<file path="config.mk">
export PLATFORM = sky130hd
export DESIGN_NAME = ce_acc_flat
export DESIGN_NICKNAME = d
export VERILOG_FILES = /design/src/rtl/ce_acc_if.sv /design/src/rtl/ce_acc.sv /design/src/flat_wrapper.sv
export SDC_FILE = /design/constraint.sdc
export NUM_CORES = 1
export LEC_CHECK = 0
export ABC_AREA = 1
export CORE_AREA = 2 2 273 194
export CTS_CLUSTER_DIAMETER = 30
export DETAILED_ROUTE_END_ITERATION = 16
export DIE_AREA = 0 0 275 196
export GPL_ROUTABILITY_DRIVEN = 0
export GPL_TIMING_DRIVEN = 1
export PLACE_DENSITY_LB_ADDON = 0.1
export SLEW_MARGIN = 20
export SYNTH_ARGS = -nofsm -noshare
export SYNTH_HDL_FRONTEND = slang
export SYNTH_SLANG_ARGS = --single-unit
export TNS_END_PERCENT = 1
</file>
<file path="constraint.sdc">
create_clock -name clk -period 9.1 [get_ports clk]
set_input_delay 1.82 -clock clk [delete_from_list [all_inputs] [get_ports clk]]
set_output_delay 1.82 -clock clk [all_outputs]
set_load 0.01 [all_outputs]
</file>
<file path="src/rtl/ce_acc_if.sv">
// Beat/result bus of the channel-folded convolution element.
// The master side is the window generator plus the output buffer; the slave side is ce_acc.
interface ce_acc_if #(
  parameter int LANES  = 4,
  parameter int KERNEL = 3,
  parameter int N      = 2,
  parameter int M      = 2,
  parameter int OUT_W  = N + M + 15
);
  logic [LANES*KERNEL*KERNEL*N-1:0] data2conv;
  logic [LANES*KERNEL*KERNEL*M-1:0] w;
  logic [OUT_W-1:0]                 bias;
  logic                             en_in;
  logic                             in_ready;
  logic [OUT_W-1:0]                 d_out;
  logic                             en_out;
  logic                             out_ready;
  logic                             sat_flag;

  modport master (
    output data2conv, w, bias, en_in, out_ready,
    input  in_ready, d_out, en_out, sat_flag
  );

  modport slave (
    input  data2conv, w, bias, en_in, out_ready,
    output in_ready, d_out, en_out, sat_flag
  );
endinterface

</file>
<file path="src/rtl/ce_acc.sv">
// Channel-folded convolution element: folds BEATS beats of LANES channels into one
// biased, rounded, optionally rectified and saturated result behind a 4-stage pipeline.
module ce_acc #(
  parameter int LANES  = 4,
  parameter int KERNEL = 3,
  parameter int N      = 2,
  parameter int M      = 2,
  parameter int BEATS  = 4,
  parameter int SR     = 2,
  parameter int RELU   = 1,
  parameter int OUT_W  = N + M + 15
) (
  input  logic   clk,
  input  logic   rst,
  input  logic   clear,
  ce_acc_if.slave bus
);
  localparam int KK     = KERNEL * KERNEL;
  localparam int PW     = N + M;
  localparam int GROW_W = N + M + $clog2(KK * LANES * BEATS) + 1;
  // The bias is pre-shifted by SR before it enters the accumulator, so leave room for it.
  localparam int BIAS_W = OUT_W + SR;
  localparam int ACC_W  = ((BIAS_W > GROW_W) ? BIAS_W : GROW_W) + 1;
  localparam int CNT_W  = (BEATS > 1) ? $clog2(BEATS) : 1;
  localparam int RND_I  = (SR > 0) ? (1 << (SR - 1)) : 0;

  localparam logic [CNT_W-1:0]        CNT_LAST = CNT_W'(BEATS - 1);
  localparam logic signed [ACC_W-1:0] RND      = ACC_W'(RND_I);
  localparam logic signed [ACC_W-1:0] OUT_MAX  = ACC_W'({1'b0, {(OUT_W-1){1'b1}}});
  localparam logic signed [ACC_W-1:0] OUT_MIN  = ~OUT_MAX;

  logic [CNT_W-1:0]        cnt_q, cnt_d;
  logic                    s1_v_q, s1_first_q, s1_last_q;
  logic [OUT_W-1:0]        s1_bias_q;
  logic signed [ACC_W-1:0] s1_lane_q [LANES];
  logic                    s2_v_q, s2_first_q, s2_last_q;
  logic [OUT_W-1:0]        s2_bias_q;
  logic signed [ACC_W-1:0] s2_sum_q;
  logic                    s3_v_q;
  logic signed [ACC_W-1:0] acc_q, acc_d;
  logic [OUT_W-1:0]        dout_q, dout_d;
  logic                    en_out_q;
  logic                    sat_q, sat_d;

  logic                    stall_s, beat_s, first_s, last_s;
  logic signed [PW-1:0]    prod_s;
  logic signed [ACC_W-1:0] lane_sum_s [LANES];
  logic signed [ACC_W-1:0] sum_s, bias_sh_s, rnd_sum_s, shr_s, res_s;

  assign stall_s      = en_out_q & ~bus.out_ready;
  assign beat_s       = bus.en_in & ~stall_s;
  assign first_s      = (cnt_q == '0);
  assign last_s       = (cnt_q == CNT_LAST);
  assign bus.in_ready = ~stall_s;
  assign bus.d_out    = dout_q;
  assign bus.en_out   = en_out_q;
  assign bus.sat_flag = sat_q;

  // Per-lane dot product of the incoming window against its weights.
  always_comb begin
    prod_s = '0;
    for (int l = 0; l < LANES; l++) begin
      lane_sum_s[l] = '0;
      for (int p = 0; p < KK; p++) begin
        prod_s = $signed(bus.data2conv[(l*KK+p)*N +: N]) * $signed(bus.w[(l*KK+p)*M +: M]);
        lane_sum_s[l] = lane_sum_s[l] + {{(ACC_W-PW){prod_s[PW-1]}}, prod_s};
      end
    end
  end

  // Next-state for beat counter, accumulator and the rounded/clamped result.
  always_comb begin
    cnt_d = cnt_q;
    if (beat_s) begin
      cnt_d = last_s ? '0 : cnt_q + CNT_W'(1);
    end else begin
      cnt_d = cnt_q;
    end

    sum_s = '0;
    for (int l = 0; l < LANES; l++) begin
      sum_s = sum_s + s1_lane_q[l];
    end

    bias_sh_s = {{(ACC_W-OUT_W){s2_bias_q[OUT_W-1]}}, s2_bias_q} <<< SR;
    if (s2_first_q) begin
      acc_d = bias_sh_s + s2_sum_q;
    end else begin
      acc_d = acc_q + s2_sum_q;
    end

    rnd_sum_s = acc_q + RND;
    shr_s     = rnd_sum_s >>> SR;
    res_s     = shr_s;
    sat_d     = 1'b0;
    if ((RELU != 0) && shr_s[ACC_W-1]) begin
      res_s = '0;
    end else if (shr_s > OUT_MAX) begin
      res_s = OUT_MAX;
      sat_d = 1'b1;
    end else if (shr_s < OUT_MIN) begin
      res_s = OUT_MIN;
      sat_d = 1'b1;
    end else begin
      res_s = shr_s;
    end
    dout_d = res_s[OUT_W-1:0];
  end

  // Pipeline registers; a stall freezes everything, clear drops the partial group.
  always_ff @(posedge clk or posedge rst) begin
    if (rst) begin
      cnt_q      <= '0;
      s1_v_q     <= 1'b0;
      s1_first_q <= 1'b0;
      s1_last_q  <= 1'b0;
      s1_bias_q  <= '0;
      for (int l = 0; l < LANES; l++) s1_lane_q[l] <= '0;
      s2_v_q     <= 1'b0;
      s2_first_q <= 1'b0;
      s2_last_q  <= 1'b0;
      s2_bias_q  <= '0;
      s2_sum_q   <= '0;
      s3_v_q     <= 1'b0;
      acc_q      <= '0;
      dout_q     <= '0;
      en_out_q   <= 1'b0;
      sat_q      <= 1'b0;
    end else if (clear) begin
      cnt_q    <= '0;
      s1_v_q   <= 1'b0;
      s2_v_q   <= 1'b0;
      s3_v_q   <= 1'b0;
      en_out_q <= 1'b0;
    end else if (!stall_s) begin
      cnt_q  <= cnt_d;
      s1_v_q <= beat_s;
      if (beat_s) begin
        s1_first_q <= first_s;
        s1_last_q  <= last_s;
        s1_bias_q  <= bus.bias;
        for (int l = 0; l < LANES; l++) s1_lane_q[l] <= lane_sum_s[l];
      end
      s2_v_q <= s1_v_q;
      if (s1_v_q) begin
        s2_first_q <= s1_first_q;
        s2_last_q  <= s1_last_q;
        s2_bias_q  <= s1_bias_q;
        s2_sum_q   <= sum_s;
      end
      s3_v_q <= s2_v_q & s2_last_q;
      if (s2_v_q) begin
        acc_q <= acc_d;
      end
      // Without a stall any pending result is being consumed this cycle.
      en_out_q <= s3_v_q;
      if (s3_v_q) begin
        dout_q <= dout_d;
        sat_q  <= sat_d;
      end
    end
  end
endmodule

</file>
<file path="src/flat_wrapper.sv">
// flat-port wrapper written by rule: the top's interface ports become plain ports
module ce_acc_flat 
#(
  parameter int LANES  = 4,
  parameter int KERNEL = 3,
  parameter int N      = 2,
  parameter int M      = 2,
  parameter int BEATS  = 4,
  parameter int SR     = 2,
  parameter int RELU   = 1,
  parameter int OUT_W  = N + M + 15
)
  (clk, rst, clear, bus_data2conv, bus_w, bus_bias, bus_en_in, bus_out_ready, bus_in_ready, bus_d_out, bus_en_out, bus_sat_flag);
  ce_acc_if #(.LANES(LANES), .KERNEL(KERNEL), .N(N), .M(M), .OUT_W(OUT_W)) bus_i ();
  input  logic clk;
  input  logic rst;
  input  logic clear;
  input wire logic [$bits(bus_i.data2conv)-1:0] bus_data2conv;
  input wire logic [$bits(bus_i.w)-1:0] bus_w;
  input wire logic [$bits(bus_i.bias)-1:0] bus_bias;
  input wire logic [$bits(bus_i.en_in)-1:0] bus_en_in;
  input wire logic [$bits(bus_i.out_ready)-1:0] bus_out_ready;
  output wire logic [$bits(bus_i.in_ready)-1:0] bus_in_ready;
  output wire logic [$bits(bus_i.d_out)-1:0] bus_d_out;
  output wire logic [$bits(bus_i.en_out)-1:0] bus_en_out;
  output wire logic [$bits(bus_i.sat_flag)-1:0] bus_sat_flag;
  assign bus_i.data2conv = bus_data2conv;
  assign bus_i.w = bus_w;
  assign bus_i.bias = bus_bias;
  assign bus_i.en_in = bus_en_in;
  assign bus_i.out_ready = bus_out_ready;
  assign bus_in_ready = bus_i.in_ready;
  assign bus_d_out = bus_i.d_out;
  assign bus_en_out = bus_i.en_out;
  assign bus_sat_flag = bus_i.sat_flag;
  ce_acc #(.LANES(LANES), .KERNEL(KERNEL), .N(N), .M(M), .BEATS(BEATS), .SR(SR), .RELU(RELU), .OUT_W(OUT_W)) u_core (.clk(clk), .rst(rst), .clear(clear), .bus(bus_i));
endmodule
</file>
==> results of run 1 <==
[placed cells by master (no fill, tap or decap), types with 2 or more instances in the layout]
cell type        instances
a211oi_1                 5
a21boi_0                 4
a21o_1                   5
a21oi_1                 74
a31oi_1                 11
and2_1                   5
buf_4                    7
clkbuf_16               17
clkbuf_8                 2
clkdlybuf4s50_1        189
clkinv_4                 4
dfrtp_1                200
fa_1                   224
ha_1                   188
inv_1                  533
inv_2                    4
inv_6                    3
inv_8                    3
nand2_1                755
nand2_2                  2
nand3_1                 80
nand3b_1                 8
nand4_1                 13
nor2_1                 115
nor2_4                   2
nor3_1                  15
nor3_4                   2
o211ai_1                 2
o21a_1                   3
o21ai_0                172
o21ai_2                  6
o21bai_1                 7
o22ai_1                  2
or2_2                   38
xnor2_1                 27
xor2_1                  35
[cell families (layout without fill, tap and decap cells)]
family,Yosys count,after routing,synth area share
adder cells (fa/ha/maj),412,412,0.335
XOR/XNOR,62,62,0.0266
buffers and inverters,581,766,0.108
AO/OA/AOI/OAI,293,293,0.0773
flip-flops,200,200,0.245
AND/OR/NAND/NOR,1037,1037,0.208
[worst reg2reg max path: cells and delay by family, from the launching register on]
family	cells	cell delay, ps
adder cells (fa/ha/maj)	4	1620
buffers and inverters	1	50
AO/OA/AOI/OAI	1	430
AND/OR/NAND/NOR	7	620
flip-flops	1	460
[flip-flops by register name (all words and copies together), names as in the netlist, 2 cells and up]
| signal | count |
|---|---|
| u_core.acc_q | 22 |
| u_core.bus.d_out | 19 |
| u_core.cnt_q | 2 |
| u_core.s1_bias_q | 19 |
| u_core.s1_lane_q | 88 |
| u_core.s2_bias_q | 19 |
| u_core.s2_sum_q | 22 |
[path summary, 6_finish.rpt]
kind                                                    endpoint  slack (ps)  depth (start not counted)
worst max-delay path            u_core.s1_lane_q[30]$_DFFE_PP0P_        1110                         25
worst min-delay path               u_core.s1_first_q$_DFFE_PP0P_         480                          2
worst max register to register   u_core.s2_sum_q[17]$_DFFE_PP0P_        5810                         13
worst min register to register     u_core.s1_first_q$_DFFE_PP0P_         480                          2
max in group asynchronous       u_core.s1_lane_q[86]$_DFFE_PP0P_        5680                          3
min in group asynchronous        u_core.bus.sat_flag$_DFFE_PP0P_        1920                          2
[final cells by class]
class                           instances  area, µm²
Clock buffer                           20        457
Sequential cell                       200       5000
Fill cell                            5156      27900
Timing Repair Buffer                  196       1940
Inverter                              538       2030
Tap cell                              684        856
Multi-Input combinational cell       1804      13200
Clock inverter                         12        138
[routing by layer]
metal,share of wire,up-vias
met5,0,-
met4,0.016,0
met3,0.035,39
met2,0.45,213
met1,0.50,7705
li1,-,8184
[through the flow]
step	hold slack (ps)	util	instance area [µm²]	instances	setup slack, ps
after global placement	466	0.447	23000	3422	807
after global routing	506	0.459	23600	3454	716
after floorplan	442	-	20400	2585	1500
after detailed placement	468	0.447	23000	3422	637
final	481	0.459	23600	3454	1110
after CTS	486	0.459	23600	3454	1090
==> flow_summary.ini, run 1 <==
[detailed_routing]
drtPass1Iterations = 6
drc = 0
viasPerCell = 4.67
vias = 16141
wl_um = 49400
drt_iter0_drc = 897
routedWlPerCell_um = 14.3
drtAntennaViolNets = 0

[critical_path]
cp-start-kind = input port
startpoint = bus_w[39]
path_class = input port to flop
arrival_ps = 8330
critPathBufInv = 8
slowest_stage = fa_1
path_common_cell = fa_1
slowest_delay_ps = 540
rr_startpoint = u_core.s1_lane_q[23]$_DFFE_PP0P_
crit_fanout = 3
cpLargestDelayFamily = adder cells
worstSetupEndpointType = flop
required_ps = 9450

[sta]
setup_tns_ps = 0
fmax_mhz = 125
rsz0062_at_grt = no
hold_violations = 0
post-route-min-period_ps = 7990
finClkSkew_ps = 13.2
relSlewSlack = 0.335
finalSetupViolCount = 0
worstMarginPinSlew_ps = 998
finalCritPeriodShare = 0.878
slew_viol_final = 0

[final_layout]
drive_gt1_frac = 0.0347
area_growth_syn_to_layout_pct = 15.8
layout.nets = 3337
n_antenna_cell = 0

[global_route]
grtUsageMet3 = 0.0273
busiest_layer = met2
first_global_vias = 16448
gr-usage-met1 = 0.285
grt_pass1_wl_um = 82800
grt_max_degree = 134
grt_use_met2 = 0.300
grtUsageTotal = 0.193
antenna_found_initial = 0
grt_overflow_total = 0

[synthesis]
synthArstFlopShare = 1.00
yosysMostFrequentCell = nand2_1
synth_top_area_frac = 0.245
yosys_warnings = 0
syn_nets = 3165
syn_area_mm2 = 0.0204
synth_area_leaders = dfrtp_1, fa_1, nand2_1
ys_seq_elements = 200
yosys-top-cells-count = nand2_1, inv_1, fa_1
ys_seq_area_frac = 0.245
avgSynthCellArea_um2 = 7.89
post-synth-top-area-cell = dfrtp_1
synth_edf_count = 0
synth_ff_type = dfrtp_1
synthDistinctLibCells = 38
synth_cells = 2585

[clocking]
cts.clk_slew.worst_paths_ps = 70
cts_tree = yes
hold_buffers = 0
cts_resized = 0
cts_buffers = 17
cts_sinks = 200
cts_max_level = 4
cts_setup_buffers = 0
cts_root_buf = clkbuf_16
cts_buffer_depth = 2
clk_latency_ps = 470

[run_status]
outcome = complete, no violations

[floorplan]
rows = 70
pin_count = 190
die_y_um = 196
initial_utilization = 0.396
die_x_um = 275
core_mm2 = 0.0515
dieArea_mm2 = 0.0539

[min_path]
min-delay-start = u_core.s1_first_q$_DFFE_PP0P_
min_path_type = flop to flop

[flow_run]
drv_cap = 0

[place]
port-buffer-count = 189
dp_hpwl_um = 41500
Power of run 1 is left out: the tool's default activity adds up to more than one toggle a clock period on the data nets, which glitch-free logic cannot reach.
==> run 2: changes to the inputs <==
--- a/config.mk
+++ b/config.mk
@@ -7,6 +7,7 @@
 export LEC_CHECK = 0
 export ABC_AREA = 1
 export CORE_AREA = 2 2 273 194
+export CTS_BUF_LIST = sky130_fd_sc_hd__clkbuf_4 sky130_fd_sc_hd__clkbuf_8
 export CTS_CLUSTER_DIAMETER = 30
 export DETAILED_ROUTE_END_ITERATION = 16
 export DIE_AREA = 0 0 275 196
==> flow_summary.ini, run 2 (synthesized netlist as in run 1, its figures left out) <==
[run_status]
outcome = complete, no violations

[final_layout]
drive_gt1_frac = 0.0350
area_growth_syn_to_layout_pct = 14.9
layout.nets = 3337
reg_top3 = u_core.s1_lane_q x88, u_core.acc_q x22, u_core.s2_sum_q x22
final_common_cell = nand2_1
n_antenna_cell = 0
final_cell_mix = nand2_1, inv_1, fa_1
top_register = u_core.s1_lane_q
regArea_mm2 = 0.00500
fillers = 5172
finalNonFillerCells = 3454
multi_input_comb_area_mm2 = 0.0132
largest_reg_flops = 88

[sta]
worstMarginPinSlew_ps = 991
finalSetupViolCount = 0
finClkSkew_ps = 18.7
hold_violations = 0
fmax_mhz = 126
relSlewSlack = 0.339
layout_setup_ws_ps = 1130
rsz0062_at_grt = no
post-route-min-period_ps = 7970
finalCritPeriodShare = 0.875
slew_viol_final = 0
setup_tns_ps = 0

[detailed_routing]
vias = 16153
drc = 0
drtPass1Iterations = 5
drt_iter0_drc = 850
viasPerCell = 4.68
wl_um = 49200
routedWlPerCell_um = 14.3
drtAntennaViolNets = 0

[critical_path]
slowest_delay_ps = 540
critPathBufInv = 8
path_class = input port to flop
required_ps = 9480
rr_endpoint = u_core.s2_sum_q[17]$_DFFE_PP0P_
r2r_cells = 13
rr_startpoint = u_core.s1_lane_q[23]$_DFFE_PP0P_
slowest_stage = fa_1
path_common_cell = fa_1
r2r_setup_slack_ps = 5810
crit_fanout = 3
arrival_ps = 8350
cp-start-kind = input port
cpLargestDelayFamily = adder cells
worstSetupEndpointType = flop

[global_route]
grt_overflow_total = 0
grt_max_degree = 134
grt_pass1_wl_um = 82800
grtUsageTotal = 0.192
first_global_vias = 16473
antenna_found_initial = 0

[place]
port-buffer-count = 189
dp_hpwl_um = 41500
dp_cells = 3422
place_ws_ps = 637

[clocking]
cts_resized = 0
cts.clk_slew.worst_paths_ps = 110
cts_root_buf = clkbuf_8
cts_tree = yes
cts_max_level = 4
hold_buffers = 0
cts_setup_buffers = 0
cts_sinks = 200
cts_buffers = 17
clk_latency_ps = 500
cts_buffer_depth = 2

[min_path]
holdPathStages = 2
min_path_type = flop to flop
worstHoldEndpoint = u_core.s1_first_q$_DFFE_PP0P_
min-delay-start = u_core.s1_first_q$_DFFE_PP0P_

[floorplan]
pin_count = 190
die_y_um = 196
core_mm2 = 0.0515
initial_utilization = 0.396
rows = 70
die_x_um = 275
dieArea_mm2 = 0.0539

[flow_run]
drv_cap = 0
[run 2: layout make-up]
cell class,instances,share of cell area
Clock buffer,20,0.0115
Multi-Input combinational cell,1804,0.563
Tap cell,684,0.0365
Inverter,538,0.0865
Clock inverter,12,0.00587
Sequential cell,200,0.214
Timing Repair Buffer,196,0.0829
[run 2: per-stage QoR]
step / utilization / cell area, µm² / hold WS [ps]
2_1_floorplan: - / 20400 / 442
3_3_place_gp: 0.447 / 23000 / 466
3_5_place_dp: 0.447 / 23000 / 468
4_1_cts: 0.455 / 23400 / 493
5_1_grt: 0.455 / 23400 / 514
6_report: 0.455 / 23400 / 488
[run 2: worst min-delay path, stage by stage, from the launching register on]
cell and delay (ps):
dfrtp_1 360, nand2_1 50, nand2_1 50
[run 2: worst max-delay path by stage]
stage,startpoint,to,slack [ps],cells after the start
after detailed placement,bus_w[39],u_core.s1_lane_q[30]$_DFFE_PP0P_,640,25
after CTS,bus_w[3],u_core.s1_lane_q[75]$_DFFE_PP0P_,1160,26
final,bus_w[39],u_core.s1_lane_q[30]$_DFFE_PP0P_,1130,25
after global placement,bus_w[3],u_core.s1_lane_q[75]$_DFFE_PP0P_,810,30
after global routing,bus_w[3],u_core.s1_lane_q[75]$_DFFE_PP0P_,790,26
after floorplan,bus_w[3],u_core.s1_lane_q[75]$_DFFE_PP0P_,1500,25
[run 2: routing by layer]
metal	wire [µm]	track usage	vias up	share of wire
li1	-	-	8184	-
met1	24500	0.284	7708	0.50
met2	22200	0.302	225	0.45
met3	1850	0.0278	36	0.038
met4	671	0.0348	0	0.014
met5	0	0	-	0
Power of run 2 is left out for the same reason.
